`config.mk`:
```
export PLATFORM = sky130hd
export DESIGN_NAME = counter_prog
export DESIGN_NICKNAME = d
export VERILOG_FILES = /design/src/rtl/counter_prog_pkg.sv /design/src/rtl/counter_prog_next.sv /design/src/rtl/counter_prog.sv
export SDC_FILE = /design/constraint.sdc
export NUM_CORES = 1
export LEC_CHECK = 0
export CAP_MARGIN = 40
export CORE_ASPECT_RATIO = 1.2
export CORE_MARGIN = 1
export CORE_UTILIZATION = 25
export DETAILED_ROUTE_END_ITERATION = 10
export PLACE_DENSITY = 0.52
export SYNTH_ARGS = -nofsm -noshare
export SYNTH_HDL_FRONTEND = slang
export SYNTH_SLANG_ARGS = --single-unit
```
`constraint.sdc`:
```
create_clock -name clk -period 7.6 [get_ports clk]
set_input_delay 1.9 -clock clk [delete_from_list [all_inputs] [get_ports clk]]
set_output_delay 1.9 -clock clk [all_outputs]
set_load 0.03 [all_outputs]
```
`src/rtl/counter_prog_pkg.sv`:
```
// Shared constants for the programmable modulo counter: direction and mode encodings
// plus the default count width.
package counter_prog_pkg;

  localparam int unsigned WIDTH_DEF = 8;

  localparam logic DIR_UP   = 1'b0;
  localparam logic DIR_DOWN = 1'b1;

  localparam logic MODE_PERIODIC = 1'b0;
  localparam logic MODE_ONESHOT  = 1'b1;

endpackage

```
`src/rtl/counter_prog_next.sv`:
```
// Purely combinational next-count logic: terminal detection, wrap/reload and the
// down-count clamp when the count sits above countmax.
module counter_prog_next
  import counter_prog_pkg::*;
#(
  parameter int unsigned WIDTH = WIDTH_DEF
) (
  input  logic [WIDTH-1:0] cnt_i,
  input  logic [WIDTH-1:0] countmax_i,
  input  logic             dir_i,
  input  logic             oneshot_i,
  output logic [WIDTH-1:0] cnt_next_o,
  output logic             term_o,
  output logic             wrap_o
);

  localparam logic [WIDTH-1:0] One = {{(WIDTH-1){1'b0}}, 1'b1};

  always_comb begin
    cnt_next_o = cnt_i;
    wrap_o     = 1'b0;
    term_o     = (dir_i == DIR_DOWN) ? (cnt_i == '0) : (cnt_i >= countmax_i);

    if (dir_i == DIR_UP) begin
      if (!term_o) begin
        cnt_next_o = cnt_i + One;
      end else begin
        wrap_o = 1'b1;
        if (oneshot_i == MODE_PERIODIC) begin
          cnt_next_o = '0;
        end
      end
    end else begin
      // A count above the new ceiling is pulled down without signalling a wrap.
      if (cnt_i > countmax_i) begin
        cnt_next_o = countmax_i;
      end else if (!term_o) begin
        cnt_next_o = cnt_i - One;
      end else begin
        wrap_o = 1'b1;
        if (oneshot_i == MODE_PERIODIC) begin
          cnt_next_o = countmax_i;
        end
      end
    end
  end

endmodule

```
`src/rtl/counter_prog.sv`:
```
// Programmable up/down modulo counter and tick generator with synchronous load,
// count enable, periodic or one-shot operation, registered tick and done flags.
module counter_prog
  import counter_prog_pkg::*;
#(
  parameter int unsigned WIDTH       = WIDTH_DEF,
  parameter bit          ONESHOT_DEF = MODE_PERIODIC
) (
  input  logic             clk,
  input  logic             rst,
  input  logic             en,
  input  logic             load,
  input  logic [WIDTH-1:0] load_val,
  input  logic [WIDTH-1:0] countmax,
  input  logic             dir,
  input  logic             oneshot,
  output logic [WIDTH-1:0] cnt,
  output logic             out,
  output logic             tick,
  output logic             done
);

  logic [WIDTH-1:0] cnt_q, cnt_d, cnt_next;
  logic             tick_q, tick_d;
  logic             done_q, done_d;
  logic             term, wrap;

  // ONESHOT_DEF only documents the value oneshot should be tied to when unused.
  logic unused_oneshot_def;
  assign unused_oneshot_def = ONESHOT_DEF;

  counter_prog_next #(
    .WIDTH (WIDTH)
  ) u_next (
    .cnt_i      (cnt_q),
    .countmax_i (countmax),
    .dir_i      (dir),
    .oneshot_i  (oneshot),
    .cnt_next_o (cnt_next),
    .term_o     (term),
    .wrap_o     (wrap)
  );

  always_comb begin
    cnt_d  = cnt_q;
    tick_d = 1'b0;
    done_d = done_q;
    if (load) begin
      cnt_d  = load_val;
      done_d = 1'b0;
    end else if (en && !done_q) begin
      cnt_d  = cnt_next;
      tick_d = wrap;
      if (wrap && (oneshot == MODE_ONESHOT)) begin
        done_d = 1'b1;
      end
    end
  end

  always_ff @(posedge clk or negedge rst) begin
    if (!rst) begin
      cnt_q  <= '0;
      tick_q <= 1'b0;
      done_q <= 1'b0;
    end else begin
      cnt_q  <= cnt_d;
      tick_q <= tick_d;
      done_q <= done_d;
    end
  end

  assign cnt  = cnt_q;
  assign out  = term;
  assign tick = tick_q;
  assign done = done_q;

endmodule
```
==> out/qor.yml, run 1 <==
logic_synthesis:
  post_synth.cell_area_avg_um2: 8.12
  ys_seq_elements: 10
  postSynthCellCount: 141
  yosysSeqAreaShare_pct: 21.9
  yosys-top-cells-count: "a21oi_1, inv_1, dfrtp_1, ha_1, nor3_1"
  yosys_warnings: 0
  synthesis.nets: 173
  dominantRegCellSynth: "dfrtp_1"
  synth_largest_area_cell: "dfrtp_1"
  syn_area_um2: 1140
  synth_largest_type_area_fraction_pct: 21.9
  ys_async_sr_fraction_pct: 100
  biggest_area_contributors_in_the_synthesized_netlist: "dfrtp_1, ha_1, xnor2_1, a21oi_1, nor3_1"
  synth_edf_count: 0
  netlist-cell-type-count: 39
sta:
  worst-slew-pin-transition_ps: 880
  slew_viol_final: 0
  setup_viol_count_final: 0
  timing.fmax_ghz: 0.157
  grt_setup_unrepaired: "false"
  timing_hold_violations_final: 0
  finalCriticalPeriod_ps: 6360
  setup-tns-final_ps: 0
  worst_slew_margin_rel_pct: 40.9
  fin_crit_sh_pct: 83.7
  post_route_worst_hold_slack_ps: 547
  clock_skew_ps: 0.616
worst_setup_path:
  worst_path_required_time_ps: 5700
  kind_of_start_point_of_the_critical_path: "input pin"
  timing.critical_path.slowest_cell_delay_ps: 620
  cp-end-kind: "output port"
  worst_path_most_repeated_cell: "clkdlybuf4s50_1"
  worst-path-max-fanout: 8
  critPathKind: "input pin to output port"
  critical_path_arrival_ps: 4460
  critical-path-slowest-cell: "clkdlybuf4s50_1"
  timing.critical_path.cells: "clkdlybuf4s50_1 -> inv_1 -> ha_1 -> and4_1 -> o31a_1 -> o31ai_4 -> inv_2 -> clkdlybuf4s50_1"
cts:
  cts.path.max_buffers: 2
  clockRootBuffer: "clkbuf_8"
  cts_sinks: 10
  cts.htree.levels: 1
  cts_hold_buffers: 0
  insertion_delay_ps: 230
  path_clk_slew_ps: 50
  tritoncts: "done"
  post-cts-setup-buffer-count: 0
  cts_resized: 0
  cts_inserted_buffers: 3
power_and_ir_drop:
  p_sw_share_pct: 43.2
  power.share.combinational_pct: 52.9
  power.switching_w: 0.000139
  max-vdd-ir-drop_mv: 0.120
  power-per-cell-area_nw_per_um2: 209
  power.static_leakage_nw: 0.622
  p_seq_share_pct: 27.0
  p_int_w: 0.000183
  pwr-share-clk_pct: 20.1
detailed_routing:
  detailed_routing_iterations_pass_1: 4
  drt_drc_violations_left: 0
  detail_route.vias_per_cell: 5.15
  aggregate_routed_wire_length_um: 3350
  drtAntennaViolNets: 0
  wire_per_inst_um: 14.9
  drt_iter0_markers: 42
  via_count: 1158
grt:
  grt_start_max_net_pins: 17
  grt_remaining_overflow: 0
  vias_in_the_first_global_route: 1147
  global_route.usage.total_pct: 14.2
  grt_antenna_before_repair: 0
  first_pass_grt_wire_length_um: 5450
floorplan:
  die_h_um: 76.1
  start_util_pct: 26.5
  std_cell_rows: 26
  design.die.area_um2: 4860
  area_of_the_core_um2: 4330
  io_pins: 33
  fp.dieW_um: 63.8
hold_path:
  hold_class: "flip-flop to flip-flop"
run:
  max_capacitance_violation_count: 0
place:
  dp_hpwl_um: 2690
  final_gp_congestion: 0.824
  port-buffer-count: 32
finish:
  layout-drive-gt1-share_pct: 6.51
  layout.nets: 202
  syn_to_final_growth_pct: 34.5
  antenna_cells: 0
status:
  status: "finished, final reports clean"
==> cells by family after synthesis <==
| kind of cell | Yosys count | share of synthesized area [%] |
|---|---|---|
| buf+inv | 21 | 8.63 |
| fa+ha+maj | 10 | 10.9 |
| simple gates | 41 | 20.3 |
| flops | 10 | 21.9 |
| compound gates | 47 | 29.1 |
| xor+xnor | 12 | 9.18 |
==> area by class of cell <==
type	count	area, um^2
multi-input combinational	110	796
inverter	13	48.8
tap	56	70.1
clock buffer	4	55.1
sequential	10	250
timing repair buffer	32	320
fill	469	2790
==> state kept, by name, summed over array words and instances (netlist names) <==
signal	flops
done	1
tick	1
cnt	8
==> per-layer routing <==
layer	up-vias	track usage, %	wire length (um)
met5	-	0	0
met4	0	5.00	55
met3	6	1.50	103
met2	31	24.7	1610
met1	542	17.9	1580
li1	579	-	-
==> worst max-delay path: cells and delay by family <==
| kind | cells | cell delay, ps |
|---|---|---|
| and+or+nand+nor | 1 | 250 |
| AOI/OAI and AO/OA | 2 | 700 |
| adders and majority gates | 1 | 310 |
| buffers and inverters | 4 | 1310 |
==> stage by stage <==
step | power (W) | area [um^2] | instances | setup slack, ps | utilization (%)
after global routing | 0.000345 | 1540 | 225 | 1110 | 35.6
final | 0.000322 | 1540 | 225 | 1240 | 35.6
after global placement | 0.000254 | 1490 | 221 | 1320 | 34.3
after floorplan | 0.000201 | 1140 | 141 | 2450 | -
after CTS | 0.000323 | 1540 | 225 | 1250 | 35.6
after detailed placement | 0.000257 | 1490 | 221 | 1250 | 34.3
==> cell usage in the layout (no fill, tap or decap) <==
master and count:
o32a_4 1, nor2_1 4, nor2b_1 1, inv_2 1, o21ai_0 7, ha_1 10
nor3_1 10, a22o_1 1, o31a_1 2, a311oi_1 1, o31ai_4 1, clkbuf_8 4
o21a_1 1, nand2b_1 3, a21oi_1 12, nor4b_1 1, o22ai_1 8, xnor2_1 7
and2b_1 1, and3_1 1, a31oi_1 7, or4_4 1, inv_1 12, nand2_1 8
o31ai_1 1, nand4_1 2, clkdlybuf4s50_1 32, or3_4 1, dfrtp_1 10, o211ai_1 1
xor2_1 5, a211o_1 3, and4_1 2, a41oi_2 1, nor4_1 1, nand2_4 1
nand3_1 4
==> power by group through the flow <==
stage,combinational [W],clock (W),sequential [W]
6_report,0.000170,0.0000648,0.0000869
5_1_grt,0.000185,0.0000706,0.0000895
4_1_cts,0.000171,0.0000662,0.0000865
3_5_place_dp,0.000170,0,0.0000873
3_3_place_gp,0.000167,0,0.0000870
2_1_floorplan,0.000108,0,0.0000925
==> worst paths after layout <==
check	from	end	slack, ps	cells past startpoint
setup / recovery	countmax[1]	out	1240	8
setup reg to reg	cnt[2]	cnt[1]	4860	8
max in group asynchronous	rst	cnt[3]	5300	1
hold / removal	done	tick	550	1
min in group asynchronous	rst	cnt[7]	1990	1
hold reg to reg	done	tick	550	1
Power figures use the tool's default switching activity.
==> inputs of run 2 (changes only) <==
- PLACE_DENSITY: 0.52 -> 0.53
- clock period: 7.6 -> 5.2 ns (I/O delays scaled with it)
==> run 2 against run 1 <==
Effect of this change: critical path depth did not move; die area unchanged; global-route usage fell by 0.15 points; worst hold slack got worse by 31 ps; total power is 47% higher; via count increased by 2.3%; sequential power is 46% higher; combinational power increased by 46%; cell count increased by 0.89%; core utilization grew 0.29 points; critical path type unchanged; largest cell class unchanged.
==> out/qor.yml, run 2 (same netlist as run 1, synthesis figures left out) <==
sta:
  worst-slew-pin-transition_ps: 855
  worst_slew_margin_rel_pct: 42.5
  fin_crit_sh_pct: 95.7
  timing_hold_violations_final: 0
  finalCriticalPeriod_ps: 4980
  setup-tns-final_ps: 0
  slew_viol_final: 0
  timing.fmax_ghz: 0.201
  grt_setup_unrepaired: "false"
  setup_viol_count_final: 0
  clock_skew_ps: 2.10
finish:
  layout.nets: 204
  antenna_cells: 0
  utilization_pct: 35.9
  final_cell_mix: "clkdlybuf4s50_1, inv_1, a21oi_1"
  syn_to_final_growth_pct: 35.6
  largest_register_ff_count: 8
  mostFrequentLayoutCell: "clkdlybuf4s50_1"
  layout-drive-gt1-share_pct: 7.60
  num-fill-cells: 466
  area_used_by_multi_input_combinational_logic_um2: 796
  sequential_cell_area_um2: 250
power_and_ir_drop:
  p_seq_share_pct: 26.9
  p_sw_share_pct: 43.2
  power.share.combinational_pct: 52.5
  power-per-cell-area_nw_per_um2: 305
  pwr-share-clk_pct: 20.6
  p_int_w: 0.000270
  power.switching_w: 0.000205
  max-vdd-ir-drop_mv: 0.145
  power.static_leakage_nw: 0.632
run:
  max_capacitance_violation_count: 0
grt:
  grt_antenna_before_repair: 0
  grt_start_max_net_pins: 17
  grt_remaining_overflow: 0
  global_route.usage.total_pct: 14.1
  vias_in_the_first_global_route: 1171
  first_pass_grt_wire_length_um: 5450
cts:
  post-cts-setup-buffer-count: 0
  cts.path.max_buffers: 2
  path_clk_slew_ps: 50
  cts_inserted_buffers: 3
  cts.htree.levels: 1
  cts_hold_buffers: 0
  cts_resized: 0
  clockRootBuffer: "clkbuf_8"
  cts_sinks: 10
  insertion_delay_ps: 240
  tritoncts: "done"
worst_setup_path:
  worst_path_most_repeated_cell: "clkdlybuf4s50_1"
  critical_path_arrival_ps: 3680
  cp.depth: 8
  kind_of_start_point_of_the_critical_path: "input pin"
  rr_worst_depth: 8
  crit_path_start: "countmax[1]"
  critical-path-slowest-cell: "clkdlybuf4s50_1"
  timing.critical_path.slowest_cell_delay_ps: 610
  timing.critical_path.max_delay_family: "buffers and inverters"
  critical_path.reg2reg.endpoint: "cnt[5]"
  timing.critical_path.cells: "clkdlybuf4s50_1 -> inv_1 -> ha_1 -> and4_1 -> o31a_1 -> o31ai_4 -> inv_2 -> clkdlybuf4s50_1"
  critPathKind: "input pin to output port"
  reg2reg_setup_slack_ps: 2470
  source_of_the_worst_register_to_register_timing_path: "cnt[3]"
  worst-path-max-fanout: 8
  endpoint: "out"
  critical_path.n_buffers_inverters: 4
  worst_path_required_time_ps: 3900
  cp-end-kind: "output port"
hold_path:
  hold_class: "flip-flop to flip-flop"
  hold_depth: 1
floorplan:
  std_cell_rows: 26
  io_pins: 33
  design.die.area_um2: 4860
  fp.dieW_um: 63.8
  die_h_um: 76.1
  start_util_pct: 26.5
  area_of_the_core_um2: 4330
detailed_routing:
  detailed_routing_iterations_pass_1: 4
  drtAntennaViolNets: 0
  wire_per_inst_um: 14.3
  drt_drc_violations_left: 0
  via_count: 1185
  drt_iter0_markers: 46
  aggregate_routed_wire_length_um: 3240
  detail_route.vias_per_cell: 5.22
status:
  status: "finished, final reports clean"
place:
  final_gp_congestion: 0.767
  port-buffer-count: 32
  dp_hpwl_um: 2520
run 2: cell types whose count changed in the layout (fill, tap and decap cells not counted), sizes merged:
cell | previous run | this run
buf | 0 | 2
run 2: worst min-delay path by stage:
| stage | startpoint | endpoint | slack [ps] |
|---|---|---|---|
| floorplan | done | tick | 680 |
| global placement | done | tick | 510 |
| detailed placement | done | tick | 520 |
| CTS | done | tick | 530 |
| global route | done | tick | 570 |
| finish | done | tick | 520 |
run 2: metal layers:
metal  global-route usage [%]  wire [um]
met2                     22.8       1530
met5                        0          0
met1                     19.6       1470
met4                     4.09         40
met3                     1.35        199
run 2: worst register-to-register path, cell delays in order (launching register included):
cell	delay, ps
dfrtp_1	530
or4_4	600
or3_4	420
nand2_4	90
o31ai_4	80
buf_4	180
o32a_4	440
o22ai_1	190
a41oi_2	50
run 2: cell type report:
| class | instances | area share [%] |
|---|---|---|
| repair buffers | 34 | 21.4 |
| well taps | 56 | 4.51 |
| multi-input cells | 110 | 51.2 |
| clock buffers | 4 | 3.55 |
| flip-flops and latches | 10 | 16.1 |
| inverters | 13 | 3.14 |
run 2: power groups by stage:
stage                clock, W  combinational [W]  sequential [W]
detailed placement          0           0.000246        0.000128
CTS                 0.0000994           0.000248        0.000127
global route         0.000103           0.000275        0.000131
finish              0.0000979           0.000249        0.000127
global placement            0           0.000244        0.000128
floorplan                   0           0.000158        0.000135
run 2: stage by stage:
step	hold WS [ps]	cell area (um^2)	instances	power (W)	worst slack [ps]
final	516	1550	227	0.000474	225
after detailed placement	521	1500	223	0.000375	233
after CTS	529	1550	227	0.000474	229
after floorplan	681	1140	141	0.000294	1250
after global routing	566	1550	227	0.000510	80.8
after global placement	506	1490	222	0.000372	270
==> inputs of run 3 (changes only) <==
- CAP_MARGIN: 40 -> 10
- CORE_UTILIZATION: 25 -> 37
- PLACE_DENSITY: 0.53 -> 0.71
==> run 3 against run 2 <==
Effect of this change: sequential share of layout area rose by 0.55 points; global-route usage rose by 6.1 points; count of clock-buffer cells in the layout did not move; cell count fell by 10%; critical path type unchanged; design area fell by 3.3%; clock power fell by 29%; largest cell class unchanged.
==> out/qor.yml, run 3 (same netlist as run 1, synthesis figures left out) <==
status:
  status: "finished, final reports clean"
hold_path:
  hold_class: "flip-flop to flip-flop"
sta:
  fin_crit_sh_pct: 96.1
  finalCriticalPeriod_ps: 5000
  worst_slew_margin_rel_pct: 39.0
  slew_viol_final: 0
  timing_hold_violations_final: 0
  timing.fmax_ghz: 0.200
  worst-slew-pin-transition_ps: 907
  setup_viol_count_final: 0
  clock_skew_ps: 2.85
  grt_setup_unrepaired: "false"
  setup-tns-final_ps: 0
finish:
  antenna_cells: 0
  layout.nets: 203
  num-fill-cells: 276
  mostFrequentLayoutCell: "clkdlybuf4s50_1"
  layout-drive-gt1-share_pct: 7.06
  syn_to_final_growth_pct: 31.1
  largest_register_ff_count: 8
  layout.cells.non_filler: 204
  final_cell_mix: "clkdlybuf4s50_1, inv_1, a21oi_1"
grt:
  global_route.usage.total_pct: 20.1
  first_pass_grt_wire_length_um: 5080
  grt_remaining_overflow: 0
  vias_in_the_first_global_route: 1130
  grt_antenna_before_repair: 0
  grt_start_max_net_pins: 17
detailed_routing:
  detail_route.vias_per_cell: 5.90
  routed.top_layer: "met4"
  drt-met1-wl_um: 1320
  detailed_routing_iterations_pass_1: 4
  wire_per_inst_um: 15.5
  aggregate_routed_wire_length_um: 3170
  drtAntennaViolNets: 0
  met3RoutedLength_um: 198
  drt_drc_violations_left: 0
  drt_iter0_markers: 43
  detailroute.wirelength.met2_um: 1630
  via_count: 1204
place:
  port-buffer-count: 32
  numPlacedInstances: 200
  final_gp_congestion: 0.871
  dp_hpwl_um: 2410
cts:
  cts_hold_buffers: 0
  insertion_delay_ps: 260
  path_clk_slew_ps: 70
  cts_inserted_buffers: 3
  cts.path.max_buffers: 2
  cts.htree.levels: 1
  cts_sinks: 10
  post-cts-setup-buffer-count: 0
  tritoncts: "done"
  clockRootBuffer: "clkbuf_4"
  cts_resized: 0
worst_setup_path:
  timing.critical_path.max_delay_family: "buffers and inverters"
  critical_path_arrival_ps: 3700
  critical-path-slowest-cell: "clkdlybuf4s50_1"
  worst-path-max-fanout: 8
  timing.critical_path.cells: "clkdlybuf4s50_1 -> inv_1 -> ha_1 -> and4_1 -> o31a_1 -> o31ai_4 -> inv_2 -> clkdlybuf4s50_1"
  worst_path_required_time_ps: 3900
  cp-end-kind: "output port"
  critPathKind: "input pin to output port"
  kind_of_start_point_of_the_critical_path: "input pin"
  critical_path.n_buffers_inverters: 4
  timing.critical_path.slowest_cell_delay_ps: 610
  worst_path_most_repeated_cell: "clkdlybuf4s50_1"
floorplan:
  std_cell_rows: 21
  area_of_the_core_um2: 2860
  fp.dieW_um: 52.8
  io_pins: 33
  die_h_um: 62.9
  start_util_pct: 40.0
  design.die.area_um2: 3320
power_and_ir_drop:
  power.static_leakage_nw: 0.619
  max-vdd-ir-drop_mv: 0.164
  power-per-cell-area_nw_per_um2: 296
run:
  max_capacitance_violation_count: 0
[run 3: where the power goes]
group	switching [W]	internal [W]	total, W
Combinational	0.000138	0.000111	0.000249
Sequential	0.0000353	0.0000909	0.000126
Clock	0.0000274	0.0000424	0.0000698
Total	0.000200	0.000244	0.000445
[run 3: area by class of cell]
type                            instances  area (um^2)  share of cell area (%)
Inverter                               13         48.8                    3.25
Timing Repair Buffer                   33          328                    21.8
Clock buffer                            4         36.3                    2.42
Tap cell                               34         42.5                    2.83
Sequential cell                        10          250                    16.7
Multi-Input combinational cell        110          796                    53.0
[run 3: layer usage]
layer | GRT usage, % | up-vias
met2 | 35.6 | 43
li1 | - | 585
met1 | 25.1 | 574
met3 | 1.95 | 2
met5 | 0 | -
met4 | 5.26 | 0
[run 3: path summary, 6_finish.rpt]
check                                 start  endpoint  slack [ps]  cells after the start
max in group asynchronous               rst      tick        3510                      1
worst min-delay path                   done      tick         540                      1
min in group asynchronous               rst    cnt[3]        1360                      1
worst max register to register       cnt[3]    cnt[5]        2420                      8
worst max-delay path            countmax[1]       out         200                      8
worst min register to register         done      tick         540                      1
[run 3: stage by stage]
step	total power [W]	setup WS (ps)	hold slack, ps	util (%)	cell area (um^2)
CTS	0.000443	200	546	52.4	1500
finish	0.000445	203	537	52.4	1500
global route	0.000478	107	565	52.4	1500
global placement	0.000367	280	495	51.2	1470
detailed placement	0.000372	214	518	51.2	1470
floorplan	0.000294	1250	681	-	1140
